==> config.mk <==
export PLATFORM = sky130hd
export DESIGN_NAME = branch_resolve
export DESIGN_NICKNAME = d
export VERILOG_FILES = /design/src/rtl/cpu_pkg.sv /design/src/rtl/branch_cond.sv /design/src/rtl/branch_resolve.sv
export SDC_FILE = /design/constraint.sdc
export NUM_CORES = 1
export LEC_CHECK = 0
export CAP_MARGIN = 0
export CORE_ASPECT_RATIO = 0.5
export CORE_MARGIN = 2
export CORE_UTILIZATION = 44
export CTS_BUF_LIST = sky130_fd_sc_hd__clkbuf_4
export DETAILED_ROUTE_END_ITERATION = 10
export PLACE_DENSITY_LB_ADDON = 0.3
export SLEW_MARGIN = 20
export SYNTH_ARGS = -nofsm -noshare
export SYNTH_HDL_FRONTEND = slang
export SYNTH_SLANG_ARGS = --single-unit
export TNS_END_PERCENT = 100
==> constraint.sdc <==
create_clock -name clk -period 3.6 [get_ports clk]
set_input_delay 0.72 -clock clk [delete_from_list [all_inputs] [get_ports clk]]
set_output_delay 0.72 -clock clk [all_outputs]
set_load 0.02 [all_outputs]
==> src/rtl/cpu_pkg.sv <==
// cpu_pkg: shared types and defaults for the execute-path control blocks.
//   XLEN        default datapath width
//   br_funct3_e branch condition codes (funct3 field of conditional branches)
//   br_state_e  branch_resolve FSM states
package cpu_pkg;

  localparam int XLEN = 32;

  typedef enum logic [2:0] {
    BEQ  = 3'b000,
    BNE  = 3'b001,
    BLT  = 3'b100,
    BGE  = 3'b101,
    BLTU = 3'b110,
    BGEU = 3'b111
  } br_funct3_e;

  typedef enum logic {
    IDLE  = 1'b0,
    FLUSH = 1'b1
  } br_state_e;

endpackage

==> src/rtl/branch_cond.sv <==
// branch_cond: combinational evaluation of a conditional-branch predicate.
//   funct3     in   branch condition code
//   rs1, rs2   in   operand values
//   cmp_lt     in   signed rs1 < rs2, supplied by the upstream comparator
//   cond_true  out  predicate holds (only meaningful when cond_legal)
//   cond_legal out  funct3 names a real branch condition
module branch_cond
  import cpu_pkg::*;
#(
  parameter int XLEN = cpu_pkg::XLEN
) (
  input  logic [2:0]      funct3,
  input  logic [XLEN-1:0] rs1,
  input  logic [XLEN-1:0] rs2,
  input  logic            cmp_lt,
  output logic            cond_true,
  output logic            cond_legal
);

  logic ult;

  // The comparator only supplies the signed result; unsigned is cheap enough to do here.
  assign ult = (rs1 < rs2);

  always_comb begin
    cond_true  = 1'b0;
    cond_legal = 1'b1;
    case (funct3)
      BEQ:     cond_true = (rs1 == rs2);
      BNE:     cond_true = (rs1 != rs2);
      BLT:     cond_true = cmp_lt;
      BGE:     cond_true = ~cmp_lt;
      BLTU:    cond_true = ult;
      BGEU:    cond_true = ~ult;
      default: cond_legal = 1'b0;
    endcase
  end

endmodule

==> src/rtl/branch_resolve.sv <==
// branch_resolve: decides taken/not-taken for branches and jumps in execute,
// issues a registered fetch redirect with link value, then flushes the
// wrong-path instructions already fetched.
//   clk, rst            in   clock, synchronous active-high reset
//   ex_valid, ex_stall  in   execute-stage valid and pipeline hold
//   is_branch/jal/jalr  in   decoded transfer type (one-hot or zero)
//   funct3              in   branch condition code
//   pc, imm, rs1, rs2   in   instruction address, immediate, operands
//   cmp                 in   comparator result, bit 0 = signed rs1 < rs2
//   redir_valid         out  one-cycle redirect pulse
//   redir_pc, link_data out  redirect target and pc+4, held until next redirect
//   flush               out  kill wrong-path fetch/decode instructions
//   misalign            out  one-cycle pulse: taken target has bit 1 set
//   taken               out  one-cycle pulse for every taken transfer
//
// state | meaning
// IDLE  | evaluating execute-stage instructions
// FLUSH | redirect issued; flush asserted while fcnt counts down on unstalled cycles
module branch_resolve
  import cpu_pkg::*;
#(
  parameter int XLEN         = cpu_pkg::XLEN,
  parameter int FLUSH_CYCLES = 2
) (
  input  logic            clk,
  input  logic            rst,
  input  logic            ex_valid,
  input  logic            ex_stall,
  input  logic            is_branch,
  input  logic            is_jal,
  input  logic            is_jalr,
  input  logic [2:0]      funct3,
  input  logic [XLEN-1:0] pc,
  input  logic [XLEN-1:0] imm,
  input  logic [XLEN-1:0] rs1,
  input  logic [XLEN-1:0] rs2,
  input  logic [XLEN-1:0] cmp,
  output logic            redir_valid,
  output logic [XLEN-1:0] redir_pc,
  output logic [XLEN-1:0] link_data,
  output logic            flush,
  output logic            misalign,
  output logic            taken
);

  localparam int FW = $clog2(FLUSH_CYCLES + 1);

  if (FLUSH_CYCLES < 1) begin : g_bad_flush_cycles
    $error("branch_resolve: FLUSH_CYCLES must be at least 1");
  end

  br_state_e       state;
  logic [FW-1:0]   fcnt;

  logic            cond_true;
  logic            cond_legal;
  logic            accept;
  logic            take;
  logic [XLEN-1:0] jalr_sum;
  logic [XLEN-1:0] target;
  logic [XLEN-1:0] link;
  logic            unused_cmp;

  // Only the signed less-than flag in bit 0 carries information.
  assign unused_cmp = ^cmp[XLEN-1:1];

  branch_cond #(.XLEN(XLEN)) u_cond (
    .funct3     (funct3),
    .rs1        (rs1),
    .rs2        (rs2),
    .cmp_lt     (cmp[0]),
    .cond_true  (cond_true),
    .cond_legal (cond_legal)
  );

  assign accept   = (state == IDLE) & ex_valid & ~ex_stall & (is_branch | is_jal | is_jalr);
  assign take     = is_jal | is_jalr | (is_branch & cond_legal & cond_true);
  assign jalr_sum = rs1 + imm;
  assign target   = is_jalr ? {jalr_sum[XLEN-1:1], 1'b0} : (pc + imm);
  assign link     = pc + XLEN'(4);

  always_ff @(posedge clk) begin
    if (rst) begin
      state       <= IDLE;
      fcnt        <= '0;
      redir_valid <= 1'b0;
      redir_pc    <= '0;
      link_data   <= '0;
      flush       <= 1'b0;
      misalign    <= 1'b0;
      taken       <= 1'b0;
    end else begin
      // Pulses clear every edge, stalled or not; only an acceptance re-raises them.
      redir_valid <= 1'b0;
      misalign    <= 1'b0;
      taken       <= 1'b0;
      case (state)
        IDLE: begin
          if (accept && take) begin
            taken <= 1'b1;
            if (target[1]) begin
              // Misaligned target: report it, but leave fetch on its current path.
              misalign <= 1'b1;
            end else begin
              redir_valid <= 1'b1;
              redir_pc    <= target;
              link_data   <= link;
              flush       <= 1'b1;
              fcnt        <= FW'(FLUSH_CYCLES);
              state       <= FLUSH;
            end
          end
        end
        FLUSH: begin
          if (!ex_stall) begin
            fcnt <= fcnt - 1'b1;
            if (fcnt == FW'(1)) begin
              flush <= 1'b0;
              state <= IDLE;
            end
          end
        end
        default: state <= IDLE;
      endcase
    end
  end

endmodule

==> metrics.md, run 1 <==
| Metric | Value |
|---|---|
| Pins over their slew limit | `0` |
| Core area | `16500 um^2` |
| Buf/Inv on CP | `3` |
| Syn Inst Count | `962` |
| Clk sinks | `70` |
| Nets | `1592` |
| First-pass GRT wire length | `40.2 mm` |
| Final period utilization | `1.01` |
| Sequential fraction of the synthesis area | `0.188` |
| Run status | `finished, violations left` |
| Setup TNS Final | `-0.0466 ns` |
| Dpl ws | `-0.677 ns` |
| Lkg Pwr | `around 5 nW` |
| Count leader, synth | `nor2_1` |
| Clk_skew | `0.0159 ns` |
| Antenna Nets Post-Route | `0` |
| Rows | `33` |
| R2r startpoint | `state$_SDFF_PP0_` |
| Top-level I/O count | `238` |
| DRT Wirelength | `roughly 27 mm` |
| Critical path cell sequence | `clkdlybuf4s50_1 > inv_1 > ha_4 > nand4_1 > or4_4 > o41ai_4 > xor2_1 > a311oi_2 > o32ai_4 > o21a_4 > buf_12 > mux2i_1 > nor2_1` |
| Post-synthesis cell type count | `67` |
| Post-Syn Nets | `about 1.2k` |
| #FFs+latches synth | `70` |
| R2r setup slk | `about 0.88 ns` |
| Fillers | `about 1.4k` |
| Overall power | `~3.0 mW` |
| Max Freq | `between 0.2 and 0.3 GHz` |
| Maximum number of pins on one net before global-route repair | `43` |
| Max_slew headroom | `0.351` |
| Slew @ Worst Pin | `approximately 0.95 ns` |
| R2r worst-path depth | `7` |
| Worst skew pair latency | `0.45 ns` |
| WP data arrival | `3.94 ns` |
| Maximum clock insertion buffer count | `2` |
| Power Density | `roughly 260 nW/um^2` |
| CTS buffer count | `9` |
| CP top delay family | `compound AO/OA/AOI/OAI gates` |
| H-tree depth | `3` |
| Asr flop ratio synth | `0` |
| First-pass iteration count of the detailed router | `8` |
| Area grow syn2layout | `54.7%` |
| Post-synthesis cell area | `~7500 um^2` |
| WS Path Type | `input pin to register` |
| Hold depth | `2` |
| Dpl cell area | `approximately 11000 um^2` |
| CP max FO | `17` |
| Initial antenna violation count | `0` |
| CTS clk-pin slew, worst paths | `0.12 ns` |
| Port Buffers | `205` |
| Number of synthesized flops with an enable pin | `0` |
| DRC Markers | `0` |
| DIE WIDTH | `188 um` |
| Worst setup margin | `-0.0190 ns` |
| Setup-failing EPs final | `5` |
| Max Cap Viol | `0` |
| FF-to-FF End | `link_data[3]$_SDFFE_PP0P_` |
| Worst EP required | `roughly 3.9 ns` |
| Fin. Hold Viols | `0` |
| Mean area per synthesized cell | `a little under 8 um^2` |
| Crit start category | `input pin` |
| GRT overflow | `0` |
| Gpl congestion | `0.902` |
| Finished Cell Area | `between 10000 and 15000 um^2` |
| Clock tree from TritonCTS | `yes` |
| Starting Density | `0.453` |
| Worst VDD drop | `about 0.0002 V` |
| ANT cells | `0` |
| Hold_sp | `redir_pc[0]$_SDFFE_PP0P_` |
| Hold WS | `approximately 0.47 ns` |
| Yosys top cell area share | `0.188` |
| Clock Tree Root | `clkbuf_4` |
| Gr usage total | `0.281` |
| RSZ-0062 raised after global routing | `true` |
| Share of cells above drive strength 1 | `0.214` |
| Hold path endpoint | `redir_pc[0]$_SDFFE_PP0P_` |
| Die Ht | `96.2 um` |
| Area leader, netlist | `dfxtp_1` |
| CP max stage delay | `between 0.5 and 0.6 ns` |
| Vias per inst | `between 5 and 6` |
| Routed vias | `around 8.5k` |
| Crit end category | `register` |
| WL/cell | `17.3 um` |
| Starting DRC count in detailed routing | `approximately 400` |
| Failing checks | `setup timing` |
| Hold/Removal Path Class | `register to register` |
| HPWL after DPL | `between 20 and 25 mm` |
| Area contributors post-synth | `dfxtp_1 (19%), ha_1 (16%), a21oi_1 (5.6%)` |
| Final non-filler cell total | `approximately 1.6k` |
| Final min period | `around 3.6 ns` |
| Worst path slowest cell | `or4_4` |
| Die area | `roughly 18000 um^2` |
| Fin util | `0.700` |
| Top_reg_cell synth | `dfxtp_1` |
| Post-synth top cells | `nor2_1 (105), ha_1 (95), a21oi_1 (84)` |
| Yosys warning total | `0` |
| Number of global-route vias before repair | `8029` |
| Inst Count DP | `about 1.5k` |
[cell usage in the layout, fill, tap and decap left out, drive strengths merged, types with 3 or more instances in the layout]
master,synthesis,layout
buf,15,185
clkdlybuf4s50,0,183
nor2,105,105
ha,95,95
a21oi,84,84
dfxtp,70,70
nand2,64,64
a211oi,60,60
xnor2,47,47
inv,47,47
o21ai,46,46
xor2,34,34
nand3,31,31
a21o,30,30
nor3,26,26
and3,20,20
dlymetal6s2s,0,20
nand4,19,19
o21a,13,15
a31oi,13,13
clkbuf,24,12
mux2i,9,9
and2,9,9
o211ai,8,8
nand2b,8,8
o21bai,7,7
or3,6,6
nor2b,5,5
or2,5,5
nor3b,4,4
a2111oi,4,4
clkinv,0,4
o2111ai,3,3
o31ai,3,3
a41oi,3,3
a31o,3,3
a211o,3,3
o211a,3,3
o22ai,3,3
[worst max path at each step]
stage	startpoint	endpoint	cells after the start
4_1_cts	rs2[31]	redir_pc[29]$_SDFFE_PP0P_	15
6_report	rs2[19]	link_data[3]$_SDFFE_PP0P_	13
3_5_place_dp	rs2[19]	redir_pc[30]$_SDFFE_PP0P_	13
3_3_place_gp	rs2[31]	redir_pc[27]$_SDFFE_PP0P_	12
5_1_grt	rs2[19]	link_data[3]$_SDFFE_PP0P_	13
2_1_floorplan	rs2[30]	redir_pc[8]$_SDFFE_PP0P_	13
[power by group]
group	internal [mW]	leakage [nW]	switching (mW)	total, mW
sequential	0.833	0.571	0.0329	0.866
clock	0.222	0.0736	0.300	0.523
combinational	0.804	4.38	0.808	1.61
[area by class of cell]
| cell class | instances | area, um^2 | share of cell area |
|---|---|---|---|
| clock buffer | 11 | 82.6 | 0.00714 |
| sequential | 70 | 1400 | 0.121 |
| clock inverter | 5 | 50.0 | 0.00433 |
| tap | 227 | 284 | 0.0246 |
| inverter | 47 | 176 | 0.0153 |
| multi-input combinational | 808 | 6020 | 0.521 |
| timing repair buffer | 389 | 3550 | 0.307 |
[state kept, by name, indices dropped and copies added (netlist names)]
signal,cells
fcnt,2
flush,1
link_data,32
misalign,1
redir_pc,31
redir_valid,1
state,1
taken,1
[worst min-delay path, cell delays in order, from the launching register on]
cell and delay [ns]:
dfxtp_1 0.34, nand2_1 0.05, a21oi_1 0.05
[per-layer routing]
layer	vias up	share of wire	track usage
li1	4274	-	-
met3	31	0.060	0.0478
met4	0	0.012	0.0469
met1	3964	0.46	0.372
met5	-	0	0
met2	242	0.47	0.493
[repair_timing]
item / CTS / global route
setup endpoints to repair: 66 / 61
hold buffers: 0 / 0
pin swaps: 6 / 12
resized for setup: 9 / 66
gates cloned: 2 / 1
buffers inserted: 0 / 2
[cells by family after synthesis]
| group | count (synthesis) | synth area share |
|---|---|---|
| flops | 70 | 0.188 |
| mux | 10 | 0.0136 |
| xor+xnor | 81 | 0.0949 |
| buf+inv | 86 | 0.0509 |
| fa+ha+maj | 97 | 0.164 |
| compound gates | 305 | 0.290 |
| other cells | 1 | 0.000502 |
| simple gates | 312 | 0.198 |
Power figures use the tool's default switching activity.
==> run 2, diff against run 1 <==
- CORE_ASPECT_RATIO: 0.5 -> not set
- CORE_MARGIN: 2 -> 3
==> run 2 against run 1 <==
The run still ends with setup timing left. Core utilization shrank 2.0 points. Non-clock buffer count shrank 19. Critical path depth grew 1. Die area grew 2.6%. Highest routed layer unchanged. Register-to-register slack gained 0.16 ns. Sequential share of layout area grew 0.31 points. Critical endpoint is now redir_pc[28]$_SDFFE_PP0P_. Combinational power shrank 2%. Routed wire length shrank 5.8%. Clock skew shrank 0.0014 ns.
==> metrics.md, run 2 (synthesis gave the netlist of run 1 again) <==
| Metric | Value |
|---|---|
| Fillers | `1430` |
| Pins over their slew limit | `0` |
| First-pass GRT wire length | `a little under 40 mm` |
| Run status | `finished, violations left` |
| WL/cell | `roughly 17 um` |
| Hold WS | `~0.47 ns` |
| Met2 wire length | `11.8 mm` |
| Clk sinks | `70` |
| CTS Hold Bufs | `0` |
| Buf/Inv on CP | `4` |
| Worst EP required | `3.92 ns` |
| Port Buffers | `slightly above 200` |
| Slew @ Worst Pin | `between 0.7 and 0.8 ns` |
| Final min period | `between 3 and 4 ns` |
| Share of cells above drive strength 1 | `0.192` |
| DRT Wirelength | `~25 mm` |
| First-pass iteration count of the detailed router | `5` |
| Met3 WL | `1.67 mm` |
| Top-level I/O count | `238` |
| CP max FO | `6` |
| Net switching power figure | `around 1.1 mW` |
| Hold path endpoint | `redir_pc[0]$_SDFFE_PP0P_` |
| Logic pwr share | `0.522` |
| Vias per inst | `~5.5` |
| Flop pwr share | `0.287` |
| R2r setup slk | `1.04 ns` |
| Worst VDD drop | `0.000163 V` |
| CTS buffer count | `9` |
| Biggest regs | `link_data (32), redir_pc (31), fcnt (2)` |
| Max_slew headroom | `0.492` |
| Gpl congestion | `approximately 0.93` |
| Critical path cell sequence | `clkdlybuf4s50_1 > inv_1 > ha_4 > nand4_1 > or4_4 > o41ai_4 > xor2_1 > a311oi_2 > o32ai_4 > o21a_4 > buf_6 > buf_4 > o21ai_0 > a21oi_1` |
| Nets | `1572` |
| Setup-failing EPs final | `3` |
| WS Path Type | `input pin to register` |
| Internal power | `1.89 mW` |
| Clock Tree Root | `clkbuf_4` |
| H-tree depth | `3` |
| Sw Share | `0.371` |
| Clock tree from TritonCTS | `yes` |
| Routed vias | `8430` |
| Max FFs per register | `32` |
| Gr usage total | `0.263` |
| Worst setup margin | `-0.0305 ns` |
| Initial antenna violation count | `1` |
| Starting Density | `0.451` |
| CP top delay family | `compound AO/OA/AOI/OAI gates` |
| FF-to-FF End | `redir_pc[22]$_SDFFE_PP0P_` |
| Maximum clock insertion buffer count | `2` |
| Core area | `between 15000 and 20000 um^2` |
| Rows | `47` |
| Inst Count DP | `between 1.5k and 2k` |
| DRC Markers | `0` |
| Crit start category | `input pin` |
| R2r startpoint | `state$_SDFF_PP0_` |
| Commonest non-fill, non-tap cells in the layout | `clkdlybuf4s50_1 (193), buf_4 (159), nor2_1 (103)` |
| Failing checks | `setup timing` |
| HPWL after DPL | `about 21 mm` |
| Hold_sp | `redir_pc[0]$_SDFFE_PP0P_` |
| Wl on met1 | `11.3 mm` |
| Max Cap Viol | `0` |
| GRT overflow | `0` |
| DR top layer | `met4` |
| RSZ-0062 raised after global routing | `true` |
| Clk_skew | `between 0.01 and 0.015 ns` |
| Most common cell after layout, fill and taps aside | `clkdlybuf4s50_1` |
| Largest register by flop count | `link_data` |
| CTS clk-pin slew, worst paths | `~0.12 ns` |
| Die Ht | `between 100 and 150 um` |
| Hold/Removal Path Class | `register to register` |
| Antenna Nets Post-Route | `0` |
| Final non-filler cell total | `~1.5k` |
| Number of global-route vias before repair | `7843` |
| Maximum number of pins on one net before global-route repair | `56` |
| Hold depth | `2` |
| Register area | `about 1400 um^2` |
| R2r worst-path depth | `8` |
| Part of the power in the clock network | `0.191` |
| Worst path slowest cell | `or4_4` |
| Max Freq | `0.275 GHz` |
| Multi-input gate area | `5900 um^2` |
| Worst skew pair latency | `around 0.43 ns` |
| Final period utilization | `1.01` |
| Starting DRC count in detailed routing | `between 700 and 800` |
| Fin. Hold Viols | `0` |
| Dpl ws | `-0.680 ns` |
| DIE WIDTH | `roughly 140 um` |
| CP max stage delay | `just under 0.6 ns` |
| Die area | `between 15000 and 20000 um^2` |
| Lkg Pwr | `4.84 nW` |
| WP data arrival | `around 4.0 ns` |
| Power Density | `267 nW/um^2` |
| Area grow syn2layout | `50.9%` |
| Crit end category | `register` |
-- run 2: changes by cell type in the layout (fill, tap and decap cells not counted), moves of 2 or more --
cell	before	now
buf_4	176	159
clkdlybuf4s50_1	183	193
clkinv_1	3	0
clkinv_2	0	3
dlymetal6s2s_1	20	10
ha_1	82	87
ha_4	13	8
inv_1	37	43
inv_2	10	4
nor2_1	101	103
nor2_2	4	2
o21a_4	3	1
-- run 2: cell type report --
class                      count  share of cell area
sequential                    70               0.124
inverter                      47              0.0156
tap                          220              0.0244
clock buffer                  10             0.00666
antenna                        1            0.000222
clock inverter                 5             0.00666
timing repair buffer         370               0.299
multi-input combinational    807               0.523
-- run 2: how the worst max path moves through the flow --
stage | startpoint | end | slack [ns] | cells after the start
final | rs2[30] | redir_pc[28]$_SDFFE_PP0P_ | -0.03 | 14
after floorplan | rs2[30] | redir_pc[8]$_SDFFE_PP0P_ | 0.11 | 13
after detailed placement | rs2[30] | redir_pc[25]$_SDFFE_PP0P_ | -0.68 | 13
after CTS | rs2[30] | link_data[17]$_SDFFE_PP0P_ | 0.02 | 14
after global placement | rs2[30] | redir_pc[17]$_SDFFE_PP0P_ | -0.60 | 14
after global routing | rs1[29] | redir_pc[28]$_SDFFE_PP0P_ | -0.12 | 13
-- run 2: worst reg2reg max path, cell delays in order, from the launching register on --
cell and delay (ns):
dfxtp_1 0.33, or3b_2 0.55, or3_1 0.43, o32ai_4 0.34, o21a_4 0.25, buf_4 0.13, buf_6 0.15, nor2_1 0.06
a211oi_1 0.22
-- run 2: metal layers --
metal  GRT usage  up-vias
met3      0.0415       37
met4      0.0851        0
met2       0.425      295
met5           0        -
met1       0.358     3867
li1            -     4231
-- run 2: power by group through the flow --
stage / Combinational [mW] / Sequential [mW] / Clock (mW)
floorplan: 0.774 / 0.946 / 0
global placement: 1.48 / 0.882 / 0
detailed placement: 1.50 / 0.883 / 0
CTS: 1.52 / 0.866 / 0.580
global route: 1.71 / 0.872 / 0.614
finish: 1.57 / 0.866 / 0.575
-- run 2: repair_timing --
| item | 4_1_cts | 5_1_grt |
|---|---|---|
| resized for setup | 6 | 38 |
| pin swaps | 7 | 3 |
| endpoints found under the setup margin | 66 | 61 |
| cloned | 0 | 2 |
| buffers inserted | 0 | 6 |
-- run 2: stage by stage --
stage               setup TNS, ns  area (um^2)  power [mW]   util
floorplan                       0         7470        1.72      -
global placement           -33.74        10800        2.37  0.652
detailed placement         -38.56        10800        2.39  0.652
CTS                             0        11000        2.96  0.663
global route               -0.900        11300        3.20  0.680
finish                    -0.0397        11300        3.01  0.680
